File: src/rtl/root_scheduler_if.sv
// Bundle of every handshake and data signal between the root scheduler, its
// two requesters, the root engine and the response consumer.
//   req_*  : two requesters (valid/ready, 10-bit radicand, 3-bit degree)
//   eng_*  : root engine input strobe/data and result strobe/data
//   rsp_*  : one-cycle response strobe with owner id, 20-bit result, error flag
// The slave modport is the scheduler's view; master is the environment's view.
interface root_scheduler_if;
    logic        req_valid_0;
    logic        req_valid_1;
    logic        req_ready_0;
    logic        req_ready_1;
    logic [9:0]  req_radicand_0;
    logic [9:0]  req_radicand_1;
    logic [2:0]  req_degree_0;
    logic [2:0]  req_degree_1;
    logic        eng_in_valid;
    logic [9:0]  eng_in_data_1;
    logic [2:0]  eng_in_data_2;
    logic        eng_out_valid;
    logic [19:0] eng_out_data;
    logic        rsp_valid;
    logic        rsp_id;
    logic [19:0] rsp_data;
    logic        rsp_err;

    modport slave (
        input  req_valid_0, req_valid_1,
        input  req_radicand_0, req_radicand_1,
        input  req_degree_0, req_degree_1,
        input  eng_out_valid, eng_out_data,
        output req_ready_0, req_ready_1,
        output eng_in_valid, eng_in_data_1, eng_in_data_2,
        output rsp_valid, rsp_id, rsp_data, rsp_err
    );

    modport master (
        output req_valid_0, req_valid_1,
        output req_radicand_0, req_radicand_1,
        output req_degree_0, req_degree_1,
        output eng_out_valid, eng_out_data,
        input  req_ready_0, req_ready_1,
        input  eng_in_valid, eng_in_data_1, eng_in_data_2,
        input  rsp_valid, rsp_id, rsp_data, rsp_err
    );
endinterface

File: src/rtl/root_scheduler.sv
// Root scheduler: round-robin arbitration between two requesters, one job in
// flight at a time. A legal job (degree 1..5) is strobed into the root engine
// for ISSUE_CYC cycles, then the scheduler waits up to TIMEOUT cycles for the
// engine result; illegal degrees and timeouts answer with an error response.
// Ports:
//   clk   : rising-edge clock
//   rst_n : asynchronous active-low reset
//   bus   : root_scheduler_if.slave (requesters, engine, response)
//   busy  : high whenever the FSM is not IDLE
module root_scheduler #(
    parameter int TIMEOUT   = 127,
    parameter int ISSUE_CYC = 2
) (
    input  logic            clk,
    input  logic            rst_n,
    root_scheduler_if.slave bus,
    output logic            busy
);
    localparam int WAIT_W  = ($clog2(TIMEOUT + 1) > 7) ? $clog2(TIMEOUT + 1) : 7;
    localparam int ISSUE_W = (ISSUE_CYC > 1) ? $clog2(ISSUE_CYC) : 1;
    localparam logic [WAIT_W-1:0]  WAIT_LAST  = WAIT_W'(TIMEOUT - 1);
    localparam logic [ISSUE_W-1:0] ISSUE_LAST = ISSUE_W'(ISSUE_CYC - 1);

    typedef enum logic [1:0] {IDLE, ISSUE, WAIT, RESP} state_t;

    state_t             state;
    state_t             state_next;
    logic               rr_ptr;
    logic [ISSUE_W-1:0] issue_cnt;
    logic [WAIT_W-1:0]  wait_cnt;
    logic [9:0]         job_radicand;
    logic [2:0]         job_degree;
    logic               job_id;
    logic [19:0]        rsp_data_q;
    logic               rsp_id_q;
    logic               rsp_err_q;
    logic               grant_id;
    logic               accept;
    logic [2:0]         sel_degree;
    logic               sel_legal;
    logic               timeout_hit;

    // Arbiter: a lone requester always wins; rr_ptr only breaks ties.
    always_comb begin
        grant_id = 1'b0;
        if (bus.req_valid_0 && bus.req_valid_1) begin
            grant_id = rr_ptr;
        end else if (bus.req_valid_1) begin
            grant_id = 1'b1;
        end
    end

    assign accept      = (state == IDLE) && (bus.req_valid_0 || bus.req_valid_1);
    assign sel_degree  = grant_id ? bus.req_degree_1 : bus.req_degree_0;
    assign sel_legal   = (sel_degree >= 3'd1) && (sel_degree <= 3'd5);
    // Fires in the TIMEOUT-th WAIT cycle, i.e. as the counter would reach TIMEOUT.
    assign timeout_hit = (wait_cnt == WAIT_LAST);

    // Ready is gated with rst_n so it is low throughout reset.
    assign bus.req_ready_0 = rst_n && accept && !grant_id;
    assign bus.req_ready_1 = rst_n && accept && grant_id;

    assign bus.eng_in_data_1 = job_radicand;
    assign bus.eng_in_data_2 = job_degree;
    assign bus.rsp_data      = rsp_data_q;
    assign bus.rsp_id        = rsp_id_q;
    assign bus.rsp_err       = rsp_err_q;

    always_ff @(posedge clk or negedge rst_n) begin
        if (!rst_n) begin
            state <= IDLE;
        end else begin
            state <= state_next;
        end
    end

    // The engine result takes priority over a coincident timeout.
    always_comb begin
        state_next       = state;
        bus.eng_in_valid = 1'b0;
        bus.rsp_valid    = 1'b0;
        busy             = (state != IDLE);
        case (state)
            IDLE: begin
                if (accept) begin
                    state_next = sel_legal ? ISSUE : RESP;
                end
            end
            ISSUE: begin
                bus.eng_in_valid = 1'b1;
                if (issue_cnt == ISSUE_LAST) begin
                    state_next = WAIT;
                end
            end
            WAIT: begin
                if (bus.eng_out_valid || timeout_hit) begin
                    state_next = RESP;
                end
            end
            RESP: begin
                bus.rsp_valid = 1'b1;
                state_next    = IDLE;
            end
            default: state_next = IDLE;
        endcase
    end

    // Job latch, counters and response registers. Response fields only change
    // on the edge that enters RESP, so they hold until the next response.
    always_ff @(posedge clk or negedge rst_n) begin
        if (!rst_n) begin
            rr_ptr       <= 1'b0;
            issue_cnt    <= '0;
            wait_cnt     <= '0;
            job_radicand <= '0;
            job_degree   <= '0;
            job_id       <= 1'b0;
            rsp_data_q   <= '0;
            rsp_id_q     <= 1'b0;
            rsp_err_q    <= 1'b0;
        end else begin
            case (state)
                IDLE: begin
                    if (accept) begin
                        job_radicand <= grant_id ? bus.req_radicand_1 : bus.req_radicand_0;
                        job_degree   <= sel_degree;
                        job_id       <= grant_id;
                        rr_ptr       <= ~grant_id;
                        issue_cnt    <= '0;
                        wait_cnt     <= '0;
                        if (!sel_legal) begin
                            rsp_data_q <= '0;
                            rsp_err_q  <= 1'b1;
                            rsp_id_q   <= grant_id;
                        end
                    end
                end
                ISSUE: begin
                    issue_cnt <= issue_cnt + ISSUE_W'(1);
                    wait_cnt  <= '0;
                end
                WAIT: begin
                    wait_cnt <= wait_cnt + WAIT_W'(1);
                    if (bus.eng_out_valid) begin
                        rsp_data_q <= bus.eng_out_data;
                        rsp_err_q  <= 1'b0;
                        rsp_id_q   <= job_id;
                    end else if (timeout_hit) begin
                        rsp_data_q <= '0;
                        rsp_err_q  <= 1'b1;
                        rsp_id_q   <= job_id;
                    end
                end
                default: begin
                end
            endcase
        end
    end
endmodule

File: src/flat_wrapper.sv
// flat-port wrapper written by rule: the top's interface ports become plain ports
module root_scheduler_flat 
#(
    parameter int TIMEOUT   = 127,
    parameter int ISSUE_CYC = 2
)
  (clk, rst_n, busy, bus_req_valid_0, bus_req_valid_1, bus_req_radicand_0, bus_req_radicand_1, bus_req_degree_0, bus_req_degree_1, bus_eng_out_valid, bus_eng_out_data, bus_req_ready_0, bus_req_ready_1, bus_eng_in_valid, bus_eng_in_data_1, bus_eng_in_data_2, bus_rsp_valid, bus_rsp_id, bus_rsp_data, bus_rsp_err);
  root_scheduler_if bus_i ();
  input  logic clk;
  input  logic rst_n;
  output logic busy;
  input wire logic [$bits(bus_i.req_valid_0)-1:0] bus_req_valid_0;
  input wire logic [$bits(bus_i.req_valid_1)-1:0] bus_req_valid_1;
  input wire logic [$bits(bus_i.req_radicand_0)-1:0] bus_req_radicand_0;
  input wire logic [$bits(bus_i.req_radicand_1)-1:0] bus_req_radicand_1;
  input wire logic [$bits(bus_i.req_degree_0)-1:0] bus_req_degree_0;
  input wire logic [$bits(bus_i.req_degree_1)-1:0] bus_req_degree_1;
  input wire logic [$bits(bus_i.eng_out_valid)-1:0] bus_eng_out_valid;
  input wire logic [$bits(bus_i.eng_out_data)-1:0] bus_eng_out_data;
  output wire logic [$bits(bus_i.req_ready_0)-1:0] bus_req_ready_0;
  output wire logic [$bits(bus_i.req_ready_1)-1:0] bus_req_ready_1;
  output wire logic [$bits(bus_i.eng_in_valid)-1:0] bus_eng_in_valid;
  output wire logic [$bits(bus_i.eng_in_data_1)-1:0] bus_eng_in_data_1;
  output wire logic [$bits(bus_i.eng_in_data_2)-1:0] bus_eng_in_data_2;
  output wire logic [$bits(bus_i.rsp_valid)-1:0] bus_rsp_valid;
  output wire logic [$bits(bus_i.rsp_id)-1:0] bus_rsp_id;
  output wire logic [$bits(bus_i.rsp_data)-1:0] bus_rsp_data;
  output wire logic [$bits(bus_i.rsp_err)-1:0] bus_rsp_err;
  assign bus_i.req_valid_0 = bus_req_valid_0;
  assign bus_i.req_valid_1 = bus_req_valid_1;
  assign bus_i.req_radicand_0 = bus_req_radicand_0;
  assign bus_i.req_radicand_1 = bus_req_radicand_1;
  assign bus_i.req_degree_0 = bus_req_degree_0;
  assign bus_i.req_degree_1 = bus_req_degree_1;
  assign bus_i.eng_out_valid = bus_eng_out_valid;
  assign bus_i.eng_out_data = bus_eng_out_data;
  assign bus_req_ready_0 = bus_i.req_ready_0;
  assign bus_req_ready_1 = bus_i.req_ready_1;
  assign bus_eng_in_valid = bus_i.eng_in_valid;
  assign bus_eng_in_data_1 = bus_i.eng_in_data_1;
  assign bus_eng_in_data_2 = bus_i.eng_in_data_2;
  assign bus_rsp_valid = bus_i.rsp_valid;
  assign bus_rsp_id = bus_i.rsp_id;
  assign bus_rsp_data = bus_i.rsp_data;
  assign bus_rsp_err = bus_i.rsp_err;
  root_scheduler #(.TIMEOUT(TIMEOUT), .ISSUE_CYC(ISSUE_CYC)) u_core (.clk(clk), .rst_n(rst_n), .bus(bus_i), .busy(busy));
endmodule
File: config.mk
export PLATFORM = sky130hd
export DESIGN_NAME = root_scheduler_flat
export DESIGN_NICKNAME = d
export VERILOG_FILES = /design/src/rtl/root_scheduler_if.sv /design/src/rtl/root_scheduler.sv /design/src/flat_wrapper.sv
export SDC_FILE = /design/constraint.sdc
export NUM_CORES = 1
export LEC_CHECK = 0
export ABC_AREA = 1
export CORE_UTILIZATION = 40
export CTS_CLUSTER_SIZE = 30
export DETAILED_ROUTE_END_ITERATION = 8
export PLACE_DENSITY = 0.76
export SLEW_MARGIN = 20
export SYNTH_ARGS = -nofsm -noshare
export SYNTH_HDL_FRONTEND = slang
export SYNTH_SLANG_ARGS = --single-unit
File: constraint.sdc
create_clock -name clk -period 1.5 [get_ports clk]
set_input_delay 0.225 -clock clk [delete_from_list [all_inputs] [get_ports clk]]
set_output_delay 0.225 -clock clk [all_outputs]
set_load 0.03 [all_outputs]
# Word-level counts from Yosys, hierarchy flattened
# Cells that the tools add are included.
word_totals:
  ff_bits: 47
  out_inout_bits: 40
op_classes:
  add_sub_neg: 2
  order_cmp: 2
  n_eq_ne: 9
  n_mux: 30
  bitwise_logic: 1
  n_reduce_logical: 19
op_table:
  columns: ["cell", "count"]
  rows:
  - ["$mux 20", 4]
  - ["$pmux 20 s2", 1]
  - ["$pmux 7 s3", 1]
  - ["$mux 1", 13]
  - ["$mux 10", 1]
  - ["$mux 2", 4]
  - ["$pmux 2 s4", 1]
  - ["$add 7x1->7 const B", 1]
  - ["$eq 7x7->1 const B", 1]
  - ["$mux 7", 1]
  - ["$logic_and 1x1->1", 6]
  - ["$ne 2x1->1 const B", 3]
  - ["$pmux 1 s2", 3]
  - ["$reduce_and 2->1", 3]
  - ["$reduce_bool 2->1", 3]
  - ["$eq 2x2->1 const B", 2]
  - ["$reduce_and 4->1", 1]
  - ["$ge 3x1->1 const B", 1]
  - ["$le 3x3->1 const B", 1]
  - ["$mux 3", 1]
  - ["$ne 3x2->1 const B", 1]
  - ["$reduce_and 3->1", 1]
  - ["$reduce_bool 3->1", 1]
  - ["$eq 2x1->1 const B", 1]
  - ["other kinds (6)", 7]

# Depth between registers and ports, before layout
depth:
  ltp_word: 8
  ltp_mapped: 12
  ltp_nobuf: 11

# Worst setup path before layout
# Ideal clock, no wire load.
synth_path:
  kind: "register to output"
  from: "register u_core.state[0]"
  to: "output bus_req_ready_1"
  t_arrival_ps: 1613
  t_required_ps: 1275
  slack_ps: -338
  path_stages_with_launch: 7
  path_cell_list: "dfrtp_1 -> inv_1 -> ha_1 -> buf_2 -> clkbuf_1 -> nand3_1 -> nor2_1"
synth_via:
  elab_chain_len: 4
synth_rtl:
  columns: ["element", "line_no", "text"]
  rows:
  - ["from (decl)", "root_scheduler.sv:26", "state_t state;"]
  - ["from (signal assigned)", "root_scheduler.sv:73", "state <= state_next;"]
  - ["$logic_not 2->1", "root_scheduler.sv:53", "assign accept = (state == IDLE) && (bus.req_valid_0 || bus.req_valid_1);"]
  - ["$logic_and 1x1->1", "root_scheduler.sv:53", null]
  - ["$logic_and 1x1->1 (2 in a row)", "root_scheduler.sv:61", "assign bus.req_ready_1 = rst_n && accept && grant_id;"]
  - ["to (decl)", "flat_wrapper.sv:21", "output wire logic [$bits(bus_i.req_ready_1)-1:0] bus_req_ready_1;"]
# No other way between the ends.

# Final worst setup path
layout_path:
  from: "register u_core.state[1]"
  to: "output bus_req_ready_0"
layout_via:
  elab_chain_len: 4
layout_rtl:
  columns: ["element", "line_no", "text"]
  rows:
  - ["$logic_not 2->1", "root_scheduler.sv:53", null]
  - ["$logic_and 1x1->1", "root_scheduler.sv:53", null]
  - ["$logic_and 1x1->1 (2 in a row)", "root_scheduler.sv:60", "assign bus.req_ready_0 = rst_n && accept && !grant_id;"]
  - ["to (decl)", "flat_wrapper.sv:20", "output wire logic [$bits(bus_i.req_ready_0)-1:0] bus_req_ready_0;"]
# No other way between the ends.

==> metrics.txt <==
outcome finished with violations; failing checks negative setup slack; Initial Util 41.85%; Ports 91; Die Wd 80.94 µm; RD Place Congestion 0.7800; full die area 6550 µm²; Synthesis Warnings 0; DP Worst Slack -319.0 ps; Peak VDD IR 1396 µV; Crit Path Class register to output pin; Mapped Cells 317; worst setup path start u_core.state[1]$_DFFE_PN0P_; clk_skew 9.554 ps; max-slew violation count 0; wire length on met1 2954 µm; clk buf depth 2; Post-Syn Area 2492 µm²; drt drc 0; Final Cell Area 4173 µm²; DR iter-0 viols 116; GRT overflow 0; number of global-route vias before repair 2457; Max Used Layer met4; commonest cells after routing, fill and taps aside nand2_1, nand3_1, clkdlybuf4s50_1; hold_ws 64.27 ps; endpoints failing setup 34; Worst-path clk slew 90 ps; Mean Syn Cell Area 7.862 µm²; Non-Filler Instances 525; Netlist cell types 27; most common cell after layout, fill and taps aside nand2_1; Seq pwr share 23.3%; first-pass GRT wire length 11140 µm; CTS tree done; post-synthesis sequential area ratio 47.19%; routed len/inst 13.91 µm; Final ANT Viol Nets 0; GRT Total Usage 22.00%; Logic pwr share 68.2%; synthesis-to-finish area growth 67.42%; Syn Nets 374; placed instance area 3720 µm²; # diodes 0; met2 wire length 3826 µm; layout cell share with drive strength beyond 1 27.33%; Vias per Instance 5.084; Inserted Clock Buffers 5; Post-CTS Hold Fix Bufs 0; pin count of the biggest net entering global routing 48; Sink Count 47; cell taking the most area after synthesis dfrtp_1; PD cells 2174 nW/µm²; Max-slew headroom 60.38%; RSZ-0062 raised after global routing yes; Critical Path Fanout Max 3; Fill cells 464; hpwl dp 4803 µm; critical path arrival 1510 ps; root buf cell clkbuf_8; Seq. cell area 1176 µm²; Die Ht 80.94 µm; clock share of power 8.6%; required time of the critical path 1270 ps; Tightest Hold Check Type primary input to async pin; cell total after placement 503; # Max-Cap Violations 0; number of port buffers 90; drt pass-1 iters 4; net switching power 4.154 mW; Final Util 70.06%; # H-tree levels 2; multi-input logic area 1265 µm²; final hold vios 0; sw frac 45.78%; FMAX 574.8 MHz; crit path time final 1740 ps; leakage power 2.189 nW; top cell type's share of synthesized area 47.19%; met3 wire len 444 µm; row count 28; cell-internal power 4.919 mW; Slew @ Worst Pin 594.3 ps; top cells by area, synth dfrtp_1, nand3_1, nand2_1; fin nets 507; vias 2669; Setup WS post-layout -239.7 ps; initial antenna violation count 0; reg-to-reg critical path startpoint u_core.state[1]$_DFFE_PN0P_; WL final 7304 µm; Clock Latency Late Sink 300 ps; core area 5956 µm²; synthesized flop and latch total 47; Worst setup EP type output pin; CP Launch Type register; Final period util 116.0%
[registers in the layout, summed over array words and instances, names as in the netlist, 2 cells and up]
name	count
u_core.state	2
u_core.wait_cnt	7
u_core.bus.eng_in_data_1	10
u_core.bus.rsp_data	20
u_core.bus.eng_in_data_2	3
[power by group through the flow]
| stage | clock [mW] | sequential (mW) | combinational, mW |
|---|---|---|---|
| 2_1_floorplan | 0 | 2.95 | 2.10 |
| 3_3_place_gp | 0 | 2.12 | 4.93 |
| 3_5_place_dp | 0 | 2.13 | 5.02 |
| 4_1_cts | 0.797 | 2.09 | 5.56 |
| 5_1_grt | 0.848 | 2.17 | 6.60 |
| 6_report | 0.779 | 2.11 | 6.19 |
[repair_timing]
| action | in CTS | in global routing |
|---|---|---|
| gates resized for setup | 73 | 31 |
| pin swaps | 8 | 13 |
| setup buffers | 10 | 5 |
| setup endpoints to repair | 81 | 35 |
| hold endpoints to repair | 0 | 0 |
| gates cloned | 2 | 1 |
[path summary, 6_finish.rpt]
check	end	slack [ps]	depth (start not counted)
worst min-delay path	u_core.bus.rsp_data[3]$_DFFE_PN0P_	60	2
worst max register to register	u_core.bus.rsp_data[12]$_DFFE_PN0P_	-220	11
worst min register to register	u_core.bus.rsp_data[0]$_DFFE_PN0P_	480	2
min in group clk	u_core.bus.rsp_data[0]$_DFFE_PN0P_	480	2
worst max-delay path	bus_req_ready_0	-240	8
max in group asynchronous	u_core.bus.rsp_data[11]$_DFFE_PN0P_	1040	2
[area by class of cell]
class,instances,area share [%]
Tap cell,75,2.249
Sequential cell,47,28.19
Inverter,40,3.688
Timing Repair Buffer,143,33.46
Multi-Input combinational cell,213,30.31
Clock buffer,6,1.979
Clock inverter,1,0.1199
[kinds of logic (layout without fill, tap and decap cells)]
| kind of cell | count (synthesis) | count (layout) | share of synthesized area (%) |
|---|---|---|---|
| xor+xnor | 1 | 1 | 0.3515 |
| simple gates | 188 | 188 | 35.34 |
| flops | 47 | 47 | 47.19 |
| buf+inv | 57 | 190 | 10.19 |
| compound gates | 18 | 18 | 3.916 |
| fa+ha+maj | 6 | 6 | 3.012 |
[critical path, cell delays in order, from the launching register on]
cell     delay (ps)
dfrtp_1         410
inv_2            90
ha_4            150
buf_6           110
o21ai_4          60
inv_2            80
nand2_4          50
nor2_4          120
buf_6           140
[routing by layer]
layer / vias up / track usage [%]
li1: 1282 / -
met1: 1271 / 27.35
met2: 109 / 38.66
met3: 7 / 4.494
met4: 0 / 5.714
met5: - / 0
[through the flow]
| step | total power [mW] | setup TNS [ps] |
|---|---|---|
| floorplan | 5.045 | -593.3 |
| global placement | 7.048 | -6869 |
| detailed placement | 7.149 | -9064 |
| CTS | 8.452 | -3159 |
| global route | 9.615 | -8169 |
| finish | 9.073 | -5733 |
[synthesized netlist by cell type, drive strengths merged]
| library cell | n |
|---|---|
| nand4 | 11 |
| inv | 40 |
| nand2 | 86 |
| a21oi | 3 |
| xnor2 | 1 |
| o31ai | 1 |
| dfrtp | 47 |
| clkbuf | 7 |
| nand3 | 54 |
| ha | 6 |
| or2 | 1 |
| nor2 | 33 |
| buf | 10 |
| o21ai | 13 |
| nor4 | 1 |
| a31oi | 1 |
| nor3 | 2 |
Note: power is estimated with default switching activity, not from simulation.
==> RTL change 1 (same flow settings) <==
`ISSUE_CYC` is set to 2 in 2 places; all go to 4.
--- a/src/rtl/root_scheduler.sv
+++ b/src/rtl/root_scheduler.sv
@@ -11,3 +11,3 @@
     parameter int TIMEOUT   = 127,
-    parameter int ISSUE_CYC = 2
+    parameter int ISSUE_CYC = 4
 ) (
--- a/src/flat_wrapper.sv
+++ b/src/flat_wrapper.sv
@@ -4,3 +4,3 @@
     parameter int TIMEOUT   = 127,
-    parameter int ISSUE_CYC = 2
+    parameter int ISSUE_CYC = 4
 )
Function: changed (a bounded check fails within 4 cycles, from zero or initial values and one cycle with rst_n low).
==> RTL change 1 against the unedited design <==
  * The run still ends with negative setup slack left
  * Critical path depth down 1
  * Routed wire length up 12%
  * Design area up 6.5%
  * Sequential power up 3%
  * Worst setup slack worse by 0.014 ns
  * Area after synthesis up 0.20%
  * Sequential cell count up 1
  * Power up 7.1%
  * Critical endpoint is now bus_req_ready_1
==> RTL change 1: results (changes against the unedited design) <==
Cells and area
  • Design area: 0.00445 sq mm (+6.5%)
  • Final net count: 515 (+1.6%)
  • #MultiIn Comb: 220 (+3.3%)
  • Plain + repair buffers: 141 (-1.4%)
  • Buffering overhead: 31.9% (-1.6 points)
  • Share of cells above drive strength 1: 31.4% (+4.1 points)
  • Non-clk invs: 41 (+2.5%)
  • Fill cell count: 414 (-11%)
  • Sequential cell area share: 27.0% (-1.2 points)
  • Clock network area share: 2.08% (-0.016 points)

Run status
  • Outcome: finished with violations
  • Failing checks: negative setup slack

Route
  • DR iter-0 viols: 103 (-11%)
  • Routed wl met3: 428 microns (-3.6%)
  • DR WL met2: 4.41 mm (+15%)
  • Routed WL per cell: 15.4 microns (+11%)
  • Vias: 2697 (+1.0%)

Pwr
  • Clock share of power: 8.3% (-0.3 points)
  • Pleak: 2.27 nW (+3.7%)
  • PwrDens: 2190 mW/mm^2 (+0.55%)
  • Worst ir drop on vdd: 1.51 mV (+7.9%)

Global routing
  • Vias in the first global route: 2403 (-2.2%)
  • M3 GR Usage: 3.60% (-0.90 points)
  • Gr usage total: 21.9% (-0.15 points)
  • First-pass GRT wire length: 11.1 mm (-0.68%)

Yosys
  • Syn_nets: 381 (+1.9%)
  • Area share of xor/xnor cells in the synthesized design: 0.701% (+0.35 points)
  • Synth area leaders: dfrtp_1 (48%), nand2_1 (13%), nand3_1 (11%)
  • Top post-synthesis cells by count: nand2_1 (87), nand3_1 (55), dfrtp_1 (48)
  • Post-Syn Instances: 323 (+1.9%)
  • Sequential-to-total area share from yosys stat: 48.1% (+0.91 points)

STA
  • Clock Skews: 0.00807 ns (-0.00149 ns)
  • Worst-Margin Slew: 0.624 ns (+0.0293 ns)
  • PnR worst setup slack: -0.254 ns (-0.0144 ns)
  • Setup violators final: 31 (-8.8%)

Placement
  • Dpl cells: 504 (+0.20%)
RTL change 1: worst paths after layout:
check	start	endpoint	slack, ns	depth (start not counted)
max	u_core.state[0]	bus_req_ready_1	-0.25	7
min	rst_n	u_core.wait_cnt[0]	0.07	2
max reg2reg	u_core.state[0]	u_core.bus.rsp_data[10]	-0.21	12
min reg2reg	u_core.bus.rsp_data[19]	u_core.bus.rsp_data[19]	0.48	2
max in group asynchronous	rst_n	u_core.job_id	1.00	2
min in group clk	u_core.bus.rsp_data[19]	u_core.bus.rsp_data[19]	0.48	2
RTL change 1: what timing repair did:
| item | CTS | global route |
|---|---|---|
| setup endpoints to repair | 86 | 48 |
| cloned | 2 | 5 |
| gates resized for setup | 73 | 71 |
| buffers inserted | 14 | 9 |
| pin swaps | 11 | 43 |
RTL change 1: cells by family (layout without fill, tap and decap cells):
group	count (synthesis)	in the layout
compound gates	16	16
xor+xnor	2	2
fa+ha+maj	7	7
buf+inv	58	190
flops	48	48
simple gates	192	195
==> RTL change 2 (same settings) <==
Made on the original files. The 4 states of `state_t` get a one-hot encoding in 4 bits.
--- a/src/rtl/root_scheduler.sv
+++ b/src/rtl/root_scheduler.sv
@@ -23,3 +23,3 @@
 
-    typedef enum logic [1:0] {IDLE, ISSUE, WAIT, RESP} state_t;
+    typedef enum logic [3:0] {IDLE = 4'b0001, ISSUE = 4'b0010, WAIT = 4'b0100, RESP = 4'b1000} state_t;
 
Behaviour: no difference found for any inputs over 10 cycles, from zero or initial values and one cycle with rst_n low; not proved beyond that.
==> RTL change 2 against the unedited design <==
  * Routed wire length decreased by 8.7%
  * Die area shrank 7.3%
  * First-iteration DRC count decreased by 22%
  * Critical endpoint unchanged
  * Area after synthesis decreased by 7.5%
  * Combinational power down 37%
  * Power down 25%
  * Cell count down 7.2%
  * The flow still finishes with violations (negative setup slack)
  * Design area down 6.9%
  * Sequential cell count up 2
  * Non-clock buffer count is 8 lower
  * Largest power group unchanged
  * Worst setup slack worse by 0.019 ns
  * Maximum frequency is 1.1% lower
==> RTL change 2: results (changes against the unedited design) <==
Run status
  • Outcome: finished with violations
  • Failing checks: negative setup slack

Setup path
  • Crit path arrival time: 1.53 ns (+0.02 ns)
  • R2R Setup Slk: -0.20 ns (+0.02 ns)
  • End of the worst register-to-register path: u_core.bus.rsp_data[5]
  • Delay-heaviest family, CP: simple AND/OR/NAND/NOR gates
  • Critical path startpoint: u_core.state[2]

STA
  • TNS Setup: -4.40 ns (+1.33 ns)
  • PnR worst setup slack: -0.258 ns (-0.0187 ns)
  • Hold Slack: 0.0290 ns (-0.0353 ns)
  • Clock Skews: 0.0149 ns (+0.00538 ns)
  • Relative slew slack: 59.2% (-1.2 points)
  • Setup violators final: 27 (-21%)

Pwr
  • Worst ir drop on vdd: 0.892 mV (-36%)
  • Pleak: 2.04 nW (-6.7%)

Cells and area
  • Share of cells above drive strength 1: 26.3% (-1.1 points)
  • Clk_buf instances: 5 (-1)
  • Final net count: 467 (-7.9%)
  • Design area: 0.00388 sq mm (-6.9%)
  • #MultiIn Comb: 195 (-8.5%)
  • Buffering overhead: 32.1% (-1.4 points)
  • Clock network area share: 3.00% (+0.90 points)
  • Non-clk invs: 28 (-30%)
  • Fill cell count: 435 (-6.3%)
  • Plain + repair buffers: 135 (-5.6%)

Global routing
  • Met2 Track Usage GR: 33.7% (-4.9 points)
  • Met1 usage: 24.8% (-2.6 points)
  • Gr usage total: 20.2% (-1.8 points)
  • Largest net degree at the start of global routing: 50 (+4.2%)
  • Vias in the first global route: 2150 (-12%)
  • First-pass GRT wire length: 9.69 mm (-13%)
  • M3 GR Usage: 6.47% (+2.0 points)

Clock network
  • Clk sink count: 49 (+4.3%)
  • Clk Latency, worst-skew pair: 0.32 ns (+0.02 ns)

Yosys
  • Sequential-to-total area share from yosys stat: 53.3% (+6.1 points)
  • Synth area leaders: dfrtp_1 (52%), nand2_1 (16%), nand3_1 (6.7%)
  • Post-Syn Instances: 278 (-12%)
  • Top post-synthesis cells by count: nand2_1 (99), dfrtp_1 (48), nand3_1 (31)

Route
  • WL met1: 2.67 mm (-9.6%)
  • DR iter-0 viols: 90 (-22%)
  • Routed WL per cell: 13.7 microns (-1.6%)
  • DR WL met2: 3.48 mm (-9.0%)
  • Routed wl met3: 446 microns (+0.45%)

Placement
  • GP Congestion: 0.804 (+3.0%)
  • Pre-CTS setup slack: -0.360 ns (-0.0405 ns)
  • Dpl cells: 459 (-8.7%)
  • Cell Area, Placed: 0.00345 sq mm (-7.2%)
-- RTL change 2: cell types whose count changed in the layout (fill, tap and decap cells not counted), moves of 4 or more --
cell,delta
inv_2,-5
o21ai_0,+5
xor2_1,+4
inv_1,-9
nand2_1,+30
buf_6,-5
nand4_1,-10
nor2_1,-19
nand3_1,-19
ha_4,-4
nand2_8,+4
-- RTL change 2: report_power, final --
group | switching (mW) | leakage [nW] | internal, mW
sequential | 0.191 | 0.647 | 1.68
clock | 0.476 | 0.0591 | 0.509
combinational | 2.25 | 1.34 | 1.66
-- RTL change 2: kinds of logic (layout without fill, tap and decap cells) --
logic type                 count (synthesis)  in the layout  share of synthesized area (%)
AOI/OAI and AO/OA                         16             16                           3.85
xor gates and xnor gates                   4              4                           1.52
adders and majority gates                  2              2                           1.09
buffers and inverters                     37            171                           7.27
DFF                                       49             49                           53.3
and+or+nand+nor                          170            173                           33.0
